$ cat config.mk
export PLATFORM = sky130hd
export DESIGN_NAME = alu_seq_flat
export DESIGN_NICKNAME = d
export VERILOG_FILES = /design/src/rtl/alu_seq_if.sv /design/src/rtl/alu_seq.sv /design/src/flat_wrapper.sv
export SDC_FILE = /design/constraint.sdc
export NUM_CORES = 1
export LEC_CHECK = 0
export ABC_CLOCK_PERIOD_IN_PS = 8600
export BUFFER_PORTS_ARGS = -buffer_cell sky130_fd_sc_hd__buf_2
export CORE_ASPECT_RATIO = 0.8
export CORE_UTILIZATION = 65
export CTS_CLUSTER_SIZE = 12
export DETAILED_ROUTE_END_ITERATION = 12
export GPL_TIMING_DRIVEN = 0
export PLACE_DENSITY = 0.86
export SLEW_MARGIN = 20
export SYNTH_ARGS = -nofsm -noshare
export SYNTH_HDL_FRONTEND = slang
export SYNTH_SLANG_ARGS = --single-unit
export TNS_END_PERCENT = 100
$ cat constraint.sdc
create_clock -name clock -period 8.6 [get_ports clock]
set_clock_uncertainty 0.05 [all_clocks]
set_input_delay 2.15 -clock clock [delete_from_list [all_inputs] [get_ports clock]]
set_output_delay 2.15 -clock clock [all_outputs]
set_load 0.1 [all_outputs]
$ cat src/rtl/alu_seq_if.sv
// Operand/result bundle for alu_seq: valid/ready request side plus registered results.
interface alu_seq_if #(
  parameter int unsigned WIDTH = 8
);
  logic [4:0]       alu_opcode;
  logic [WIDTH-1:0] op_in_1;
  logic [WIDTH-1:0] op_in_2;
  logic             carry_in;
  logic             aux_carry_in;
  logic             bit_in;
  logic             in_valid;
  logic             in_ready;
  logic             out_valid;
  logic [WIDTH-1:0] op_out_1;
  logic [WIDTH-1:0] op_out_2;
  logic             carry_out;
  logic             aux_carry_out;
  logic             overflow_out;

  modport master (
    output alu_opcode, op_in_1, op_in_2, carry_in, aux_carry_in, bit_in, in_valid,
    input  in_ready, out_valid, op_out_1, op_out_2, carry_out, aux_carry_out, overflow_out
  );

  modport slave (
    input  alu_opcode, op_in_1, op_in_2, carry_in, aux_carry_in, bit_in, in_valid,
    output in_ready, out_valid, op_out_1, op_out_2, carry_out, aux_carry_out, overflow_out
  );
endinterface

$ cat src/rtl/alu_seq.sv
// Sequential 8051-style ALU: single-cycle arithmetic/logic/BCD ops, iterative
// shift-add MUL and restoring DIV, registered results with a one-cycle out_valid pulse.
module alu_seq #(
  parameter int unsigned WIDTH = 8
) (
  input logic       clock,
  input logic       reset,
  alu_seq_if.slave  bus
);
  localparam int unsigned SW = $clog2(WIDTH);

  typedef enum logic [4:0] {
    OP_INC  = 5'h00, OP_DEC  = 5'h01, OP_ADD  = 5'h02, OP_ADDC = 5'h03,
    OP_SUBB = 5'h04, OP_MUL  = 5'h05, OP_DIV  = 5'h06, OP_RR   = 5'h07,
    OP_RRC  = 5'h08, OP_RL   = 5'h09, OP_RLC  = 5'h0A, OP_CPL  = 5'h0B,
    OP_DA   = 5'h0C, OP_SWAP = 5'h0D, OP_ORL  = 5'h0E, OP_XRL  = 5'h0F,
    OP_ANL  = 5'h10
  } op_t;

  typedef enum logic {IDLE, ITER} state_t;

  state_t           state_q, state_d;
  logic [SW-1:0]    step_q;
  logic             is_div_q;
  logic [WIDTH-1:0] m_q, hi_q, lo_q, hi_d, lo_d;
  logic [WIDTH-1:0] op1_q, op2_q;
  logic             cy_q, ac_q, ov_q, valid_q;

  logic [WIDTH-1:0] a, b;
  op_t              op;
  logic             accept, start_iter, last_step;

  logic [WIDTH-1:0] s_op1, s_op2;
  logic             s_cy, s_ac, s_ov;
  logic             c_add;
  logic [WIDTH:0]   add_full, sub_full, mul_sum, div_trial;
  logic [WIDTH-1:0] add_low;
  logic [4:0]       add_nib, sub_nib;
  logic [8:0]       da_1, da_2;

  assign a         = bus.op_in_1;
  assign b         = bus.op_in_2;
  assign op        = op_t'(bus.alu_opcode);
  assign accept    = bus.in_valid && (state_q == IDLE);
  assign last_step = (step_q == SW'(WIDTH - 1));

  assign bus.in_ready      = (state_q == IDLE) && !reset;
  assign bus.out_valid     = valid_q;
  assign bus.op_out_1      = op1_q;
  assign bus.op_out_2      = op2_q;
  assign bus.carry_out     = cy_q;
  assign bus.aux_carry_out = ac_q;
  assign bus.overflow_out  = ov_q;

  always_comb begin
    c_add    = (op == OP_ADDC) && bus.carry_in;
    add_full = {1'b0, a} + {1'b0, b} + {{WIDTH{1'b0}}, c_add};
    add_low  = {1'b0, a[WIDTH-2:0]} + {1'b0, b[WIDTH-2:0]} + {{(WIDTH-1){1'b0}}, c_add};
    add_nib  = {1'b0, a[3:0]} + {1'b0, b[3:0]} + {4'b0, c_add};
    sub_full = {1'b0, a} - {1'b0, b} - {{WIDTH{1'b0}}, bus.carry_in};
    sub_nib  = {1'b0, a[3:0]} - {1'b0, b[3:0]} - {4'b0, bus.carry_in};
    // Decimal adjust: second correction also fires on the first step's carry out of bit 7
    da_1 = {1'b0, a[7:0]};
    if (a[3:0] > 4'd9 || bus.aux_carry_in) da_1 = da_1 + 9'h006;
    da_2 = {1'b0, da_1[7:0]};
    if (da_1[7:4] > 4'd9 || bus.carry_in || da_1[8]) da_2 = da_2 + 9'h060;
  end

  always_comb begin
    s_op1      = op1_q;
    s_op2      = op2_q;
    s_cy       = cy_q;
    s_ac       = ac_q;
    s_ov       = ov_q;
    start_iter = 1'b0;
    case (op)
      OP_INC:  s_op1 = a + WIDTH'(1);
      OP_DEC:  s_op1 = a - WIDTH'(1);
      OP_ADD, OP_ADDC: begin
        s_op1 = add_full[WIDTH-1:0];
        s_cy  = add_full[WIDTH];
        s_ac  = add_nib[4];
        s_ov  = add_low[WIDTH-1] ^ add_full[WIDTH];
      end
      OP_SUBB: begin
        s_op1 = sub_full[WIDTH-1:0];
        s_cy  = sub_full[WIDTH];
        s_ac  = sub_nib[4];
        s_ov  = (a[WIDTH-1] != b[WIDTH-1]) && (sub_full[WIDTH-1] != a[WIDTH-1]);
      end
      OP_MUL:  start_iter = 1'b1;
      OP_DIV: begin
        if (b == '0) begin
          s_op1 = '1;
          s_op2 = a;
          s_ov  = 1'b1;
          s_cy  = 1'b0;
        end else begin
          start_iter = 1'b1;
        end
      end
      OP_RR:   s_op1 = {a[0], a[WIDTH-1:1]};
      OP_RRC: begin
        s_op1 = {bus.carry_in, a[WIDTH-1:1]};
        s_cy  = a[0];
      end
      OP_RL:   s_op1 = {a[WIDTH-2:0], a[WIDTH-1]};
      OP_RLC: begin
        s_op1 = {a[WIDTH-2:0], bus.carry_in};
        s_cy  = a[WIDTH-1];
      end
      OP_CPL:  s_op1 = ~a;
      OP_DA: begin
        s_op1      = a;
        s_op1[7:0] = da_2[7:0];
        s_cy       = bus.carry_in | da_1[8] | da_2[8];
      end
      OP_SWAP: s_op1 = {a[WIDTH/2-1:0], a[WIDTH-1:WIDTH/2]};
      OP_ORL: begin
        s_op1 = a | b;
        s_cy  = bus.carry_in | bus.bit_in;
      end
      OP_XRL:  s_op1 = a ^ b;
      OP_ANL: begin
        s_op1 = a & b;
        s_cy  = bus.carry_in & bus.bit_in;
      end
      default: ;
    endcase
  end

  // One iteration: MUL shifts {hi,lo} right after a conditional add; DIV shifts left with restoring subtract
  always_comb begin
    mul_sum   = {1'b0, hi_q} + (lo_q[0] ? {1'b0, m_q} : '0);
    div_trial = {hi_q, lo_q[WIDTH-1]} - {1'b0, m_q};
    if (is_div_q) begin
      if (!div_trial[WIDTH]) begin
        hi_d = div_trial[WIDTH-1:0];
        lo_d = {lo_q[WIDTH-2:0], 1'b1};
      end else begin
        hi_d = {hi_q[WIDTH-2:0], lo_q[WIDTH-1]};
        lo_d = {lo_q[WIDTH-2:0], 1'b0};
      end
    end else begin
      hi_d = mul_sum[WIDTH:1];
      lo_d = {mul_sum[0], lo_q[WIDTH-1:1]};
    end
  end

  always_comb begin
    state_d = state_q;
    case (state_q)
      IDLE: if (accept && start_iter) state_d = ITER;
      ITER: if (last_step) state_d = IDLE;
      default: state_d = IDLE;
    endcase
  end

  always_ff @(posedge clock or posedge reset) begin
    if (reset) state_q <= IDLE;
    else       state_q <= state_d;
  end

  always_ff @(posedge clock or posedge reset) begin
    if (reset) begin
      step_q   <= '0;
      is_div_q <= 1'b0;
      m_q      <= '0;
      hi_q     <= '0;
      lo_q     <= '0;
      op1_q    <= '0;
      op2_q    <= '0;
      cy_q     <= 1'b0;
      ac_q     <= 1'b0;
      ov_q     <= 1'b0;
      valid_q  <= 1'b0;
    end else begin
      valid_q <= 1'b0;
      if (state_q == IDLE) begin
        if (accept) begin
          step_q <= '0;
          if (start_iter) begin
            is_div_q <= (op == OP_DIV);
            hi_q     <= '0;
            m_q      <= (op == OP_DIV) ? b : a;
            lo_q     <= (op == OP_DIV) ? a : b;
          end else begin
            valid_q <= 1'b1;
            op1_q   <= s_op1;
            op2_q   <= s_op2;
            cy_q    <= s_cy;
            ac_q    <= s_ac;
            ov_q    <= s_ov;
          end
        end
      end else begin
        step_q <= step_q + SW'(1);
        hi_q   <= hi_d;
        lo_q   <= lo_d;
        if (last_step) begin
          valid_q <= 1'b1;
          op1_q   <= lo_d;
          op2_q   <= hi_d;
          cy_q    <= 1'b0;
          ov_q    <= !is_div_q && (hi_d != '0);
        end
      end
    end
  end
endmodule

$ cat src/flat_wrapper.sv
// flat-port wrapper written by rule: the top's interface ports become plain ports
module alu_seq_flat 
#(
  parameter int unsigned WIDTH = 8
)
  (clock, reset, bus_alu_opcode, bus_op_in_1, bus_op_in_2, bus_carry_in, bus_aux_carry_in, bus_bit_in, bus_in_valid, bus_in_ready, bus_out_valid, bus_op_out_1, bus_op_out_2, bus_carry_out, bus_aux_carry_out, bus_overflow_out);
  alu_seq_if #(.WIDTH(WIDTH)) bus_i ();
  input logic clock;
  input logic reset;
  input wire logic [$bits(bus_i.alu_opcode)-1:0] bus_alu_opcode;
  input wire logic [$bits(bus_i.op_in_1)-1:0] bus_op_in_1;
  input wire logic [$bits(bus_i.op_in_2)-1:0] bus_op_in_2;
  input wire logic [$bits(bus_i.carry_in)-1:0] bus_carry_in;
  input wire logic [$bits(bus_i.aux_carry_in)-1:0] bus_aux_carry_in;
  input wire logic [$bits(bus_i.bit_in)-1:0] bus_bit_in;
  input wire logic [$bits(bus_i.in_valid)-1:0] bus_in_valid;
  output wire logic [$bits(bus_i.in_ready)-1:0] bus_in_ready;
  output wire logic [$bits(bus_i.out_valid)-1:0] bus_out_valid;
  output wire logic [$bits(bus_i.op_out_1)-1:0] bus_op_out_1;
  output wire logic [$bits(bus_i.op_out_2)-1:0] bus_op_out_2;
  output wire logic [$bits(bus_i.carry_out)-1:0] bus_carry_out;
  output wire logic [$bits(bus_i.aux_carry_out)-1:0] bus_aux_carry_out;
  output wire logic [$bits(bus_i.overflow_out)-1:0] bus_overflow_out;
  assign bus_i.alu_opcode = bus_alu_opcode;
  assign bus_i.op_in_1 = bus_op_in_1;
  assign bus_i.op_in_2 = bus_op_in_2;
  assign bus_i.carry_in = bus_carry_in;
  assign bus_i.aux_carry_in = bus_aux_carry_in;
  assign bus_i.bit_in = bus_bit_in;
  assign bus_i.in_valid = bus_in_valid;
  assign bus_in_ready = bus_i.in_ready;
  assign bus_out_valid = bus_i.out_valid;
  assign bus_op_out_1 = bus_i.op_out_1;
  assign bus_op_out_2 = bus_i.op_out_2;
  assign bus_carry_out = bus_i.carry_out;
  assign bus_aux_carry_out = bus_i.aux_carry_out;
  assign bus_overflow_out = bus_i.overflow_out;
  alu_seq #(.WIDTH(WIDTH)) u_core (.clock(clock), .reset(reset), .bus(bus_i));
endmodule
# Word level (Yosys, flattened, before mapping)
# Cells that the tools add are included.
# classes
n_mux,51
n_reduce_logical,30
n_addsub,17
eq_ne,22
n_bitwise,11
magnitude_cmp,2
# op_table
operator,count
2-to-1 mux 8 bit,23
case mux 8 bit (15 select lines),1
== test 5 x 4 -> 1 bit (second input constant),8
== test 5 x 3 -> 1 bit (second input constant),4
AND reduction 5 bit,4
2-to-1 mux 1 bit,18
2-to-1 mux 9 bit,2
nonzero test 16 bit,1
== test 5 x 2 -> 1 bit (second input constant),2
nonzero test 2 bit,5
adder 8 x 3 -> 9 bit (second input constant),1
adder 8 x 7 -> 9 bit (second input constant),1
adder 8 x 8 -> 9 bit,1
adder 8 x 9 -> 9 bit,1
adder 9 x 1 -> 9 bit,1
nonzero test 9 bit,1
subtractor 8 x 8 -> 9 bit,1
subtractor 9 x 1 -> 9 bit,1
subtractor 9 x 8 -> 9 bit,1
adder 7 x 7 -> 8 bit,1
adder 8 x 1 -> 8 bit,1
adder 8 x 1 -> 8 bit (second input constant),1
bitwise AND 8 bit,1
> comparator 4 bit (second input constant),2
35 further kinds,50
# totals
out_inout_bits,21
wordCells,145
ff_bits,49

# Depth between registers and ports, before layout
# depth
ltp_word,12
ltp_mapped,14
depth_no_buf,13

# Worst setup path before layout
# OpenSTA, ideal clock, no wires.
# synth_path
path_kind,input-to-output
start,input reset
end,output bus_in_ready
required_ns,6.400
path_stages,1
path_slack_ns,2.999
arrival_ns,3.401
path_cell_list,nor2_1
# synth_between
elab_chain_cells,2
# synth_lines
element,line_no,rtl
"start, declared",flat_wrapper.sv:9,input logic reset;
logical NOT 1 bit,alu_seq.sv:47,assign bus.in_ready = (state_q == IDLE) && !reset;
logical AND 1 bit,alu_seq.sv:47,
"end, declared",flat_wrapper.sv:17,output wire logic [$bits(bus_i.in_ready)-1:0] bus_in_ready;
# No other way between the ends.

# Worst setup path after layout
# layout_path
start,input bus_op_in_1[0]
end,register u_core.ov_q (netlist: u_core.bus.overflow_out)
# layout_between
elab_chain_cells,8
elab_cells_between_ends,13
classes_between,6 x add/sub; 1 x eq/ne; 4 x mux; 1 x bitwise; 1 x reduce/logical
# layout_lines
element,line_no,rtl
"start, declared",flat_wrapper.sv:11,input wire logic [$bits(bus_i.op_in_1)-1:0] bus_op_in_1;
subtractor 8 x 8 -> 9 bit,alu_seq.sv:60,"sub_full = {1'b0, a} - {1'b0, b} - {{WIDTH{1'b0}}, bus.carry_in};"
subtractor 9 x 1 -> 9 bit,alu_seq.sv:60,
!= test 1 bit,alu_seq.sv:89,s_ov = (a[WIDTH-1] != b[WIDTH-1]) && (sub_full[WIDTH-1] != a[WIDTH-1]);
logical AND 1 bit,alu_seq.sv:89,
case mux 1 bit (3 select lines) (*),alu_seq.sv:76,case (op)
2-to-1 mux 1 bit (*),alu_seq.sv:182,if (start_iter) begin
2-to-1 mux 1 bit (*),alu_seq.sv:180,if (accept) begin
2-to-1 mux 1 bit (*),alu_seq.sv:179,if (state_q == IDLE) begin
"end signal, assigned",alu_seq.sv:193,ov_q <= s_ov;
"end signal, assigned",alu_seq.sv:205,ov_q <= !is_div_q && (hi_d != '0);
"end, declared",alu_seq.sv:27,"logic cy_q, ac_q, ov_q, valid_q;"
# Every way passes the cells marked *; elsewhere a longest branch is shown, timed or not. The select of a mux whose other input is x is not followed.
# A chain may end at the register's enable or synchronous reset.

==> metrics.csv <==
stage,metric,value,unit
floorplanning,core_area,8480,sq um
yosys,synthArstFlopShare,1.00,
finish,layout_common_cells,"nand2_1 (90), o21ai_0 (65), nor2_1 (58)",
yosys,syn_area,5660,sq um
floorplanning,die_w,106,um
power_and_ir_drop,p_comb_frac,0.704,
yosys,ys_ff_latch,49,
yosys,ys.warnings.count,0,
finish,fillCellCount,711,
placement,gp_congestion,1.04,
timing,period_share,0.635,
timing,rsz0062_at_grt,no,
global_route,grt_pass1_vias,5612,
routing,drt_iter0_markers,896,
clock_network,cts_buffer_depth,2,
routing,viasPerCell,6.94,
yosys,yosys-top-cells-area,"dfrtp_1 (22%), ha_1 (12%), nand2_1 (6.0%), o21ai_0 (5.7%), a21oi_1 (4.8%)",
worst_setup_path,worstSetupEndpointType,flip-flop,
clock_network,ctsHtreeMaxLevel,2,
power_and_ir_drop,vdd_ir_drop_max,0.379,mV
placement,hpwl,15000,um
finish,syn2layout_area_growth,8.73,%
routing,vias,6194,
job,maxCapViolCount,0,
routing,drt-total-wl,19300,um
placement,place_ws,3.05,ns
global_route,grt_pass1_wl,30000,um
timing,worst_slew_pin_slew,0.882,ns
routing,antenna_left,0,
timing,postLayoutSetupSlackWorst,3.14,ns
floorplanning,die_h,85.5,um
clock_network,clk_latency,0.31,ns
worst_setup_path,worst-setup-path-type,in -> reg,
clock_network,cts_setup_buffers,0,
power_and_ir_drop,p_sw,1.14,mW
clock_network,clkSlewWorstSetupHoldPaths,0.10,ns
routing,firstDrtPassIters,9,
floorplanning,dieArea,9090,sq um
timing,drv_slew,0,
yosys,yosys.area.top_type,dfrtp_1,
clock_network,cts_root_buffer,clkbuf_8,
placement,dp.cells,885,
finish,drive_gt1_frac,0.127,
finish,final_cells,892,
power_and_ir_drop,intPower,0.839,mW
timing,hold_violations,0,
clock_network,cts_sinks,49,
yosys,synthDistinctLibCells,77,
clock_network,cts_hold_buf,0,
timing,setup-tns-final,0,ns
global_route,grt_usage,0.430,
yosys,yosys_most_used_dff,dfrtp_1,
power_and_ir_drop,powerDensity,322,nW/um^2
placement,numPortBuffers,46,
timing,max_freq,183,MHz
worst_setup_path,worstPathRequired,8.72,ns
finish,final_common_cell,nand2_1,
yosys,syn-num-nets,816,
clock_network,numCtsBuffers,5,
floorplanning,ios,48,
routing,highest_layer,met4,
clock_network,ctsResizeCount,0,
power_and_ir_drop,p_clk_frac,0.085,
yosys,synth_edf_count,0,
power_and_ir_drop,seqPwrFrac,0.211,
clock_network,cts_tree,yes,
global_route,antenna_found_initial,0,
routing,wl_met1,8010,um
worst_setup_path,arrival,5.58,ns
power_and_ir_drop,switching_share,0.576,
yosys,netlist_instances,726,
routing,wl_met3,2870,um
outcome,run_status,completed,
worst_setup_path,crit_path_max_fanout,10,
timing,setup_viol,0,
yosys,seq_area_frac_synth,0.216,
power_and_ir_drop,p_leak,2.78,nW
worst_setup_path,cp-start-kind,input port,
finish,nNetsFinal,870,
timing,period_minus_slack,5.46,ns
global_route,grt_max_degree,33,
routing,wl_per_cell,21.6,um
yosys,synth_top_area_share,0.216,
hold_path,hold_class,reg -> reg,
floorplanning,start_util,0.668,
global_route,overflow,0,
routing,drc,0,
yosys,synth_area_per_cell,7.80,sq um
floorplanning,fp-row-count,30,
finish,antennaDiodeCount,0,
timing,slew_headroom,0.408,
routing,wl_met2,7760,um
==> state kept, by name, indices dropped and copies added, names as in the netlist <==
| register | flops |
|---|---|
| u_core.bus.op_out_1 | 8 |
| u_core.bus.op_out_2 | 8 |
| u_core.hi_q | 8 |
| u_core.lo_q | 8 |
| u_core.m_q | 8 |
| u_core.step_q | 3 |
| u_core.bus.aux_carry_out | 1 |
| u_core.bus.carry_out | 1 |
| u_core.bus.out_valid | 1 |
| u_core.bus.overflow_out | 1 |
| u_core.is_div_q | 1 |
| u_core.state_q | 1 |
==> cell usage after synthesis, drive strengths merged, types with 10 or more instances <==
master,n
and2,12
inv,46
buf,12
xor2,10
a21oi,55
nand2,90
o211ai,10
clkbuf,26
nor3,21
o21ai,71
xnor2,24
dfrtp,49
mux2,10
mux2i,15
nor2,58
ha,56
==> power groups by stage <==
stage / clock (mW) / combinational (mW) / sequential (mW)
3_5_place_dp: 0 / 1.35 / 0.417
6_report: 0.168 / 1.40 / 0.418
4_1_cts: 0.165 / 1.36 / 0.413
3_3_place_gp: 0 / 1.31 / 0.410
2_1_floorplan: 0 / 0.729 / 0.719
5_1_grt: 0.172 / 1.47 / 0.427
==> routing by layer <==
layer	GRT usage	vias up
met5	0	-
met2	0.607	507
met3	0.100	81
met4	0.141	0
met1	0.644	2884
li1	-	2722
==> stage by stage <==
step                      instance area [sq um]  utilization  hold slack [ns]  power [mW]
after floorplan                            5660            -            0.412        1.45
after global placement                     6030        0.711            0.408        1.72
final                                      6160        0.726            0.441        1.98
after detailed placement                   6050        0.714            0.420        1.77
after global routing                       6160        0.726            0.454        2.07
after CTS                                  6160        0.726            0.441        1.94
==> worst paths after layout <==
kind                                              from                       to  slack [ns]  depth (start not counted)
worst min register to register  u_core.bus.op_out_1[3]   u_core.bus.op_out_1[3]        0.44                          2
worst max register to register          u_core.lo_q[7]  u_core.bus.overflow_out        4.94                         12
worst min-delay path            u_core.bus.op_out_1[3]   u_core.bus.op_out_1[3]        0.44                          2
min in group asynchronous                        reset   u_core.bus.op_out_2[0]        1.77                          2
worst max-delay path                    bus_op_in_1[0]  u_core.bus.overflow_out        3.14                         13
max in group asynchronous                        reset   u_core.bus.op_out_1[4]        6.22                          3
==> logic make-up after synthesis <==
logic type	share of synthesized area
AND/OR/NAND/NOR	0.208
AO/OA/AOI/OAI	0.264
buffers and inverters	0.0603
adder cells (fa/ha/maj)	0.148
flip-flops	0.216
XOR/XNOR	0.0559
multiplexers	0.0471
==> layout make-up <==
type	instances	area, sq um	area share
buffer	38	169	0.0274
clock buffer	5	68.8	0.0112
clock inverter	2	35.0	0.00569
inverter	46	173	0.0280
multi-input combinational	593	4100	0.665
sequential	49	1230	0.199
tap	112	140	0.0228
timing repair buffer	47	250	0.0406
==> critical path: stages <==
cell	delay [ns]
buf_2	0.13
clkbuf_1	0.54
inv_1	0.33
fa_1	0.50
fa_1	0.45
nor2b_1	0.13
o21ai_0	0.16
a21o_1	0.22
a21oi_1	0.29
xor2_1	0.21
o22ai_1	0.10
o2111ai_1	0.22
o311ai_2	0.14
Note: power is estimated with default switching activity, not from simulation.
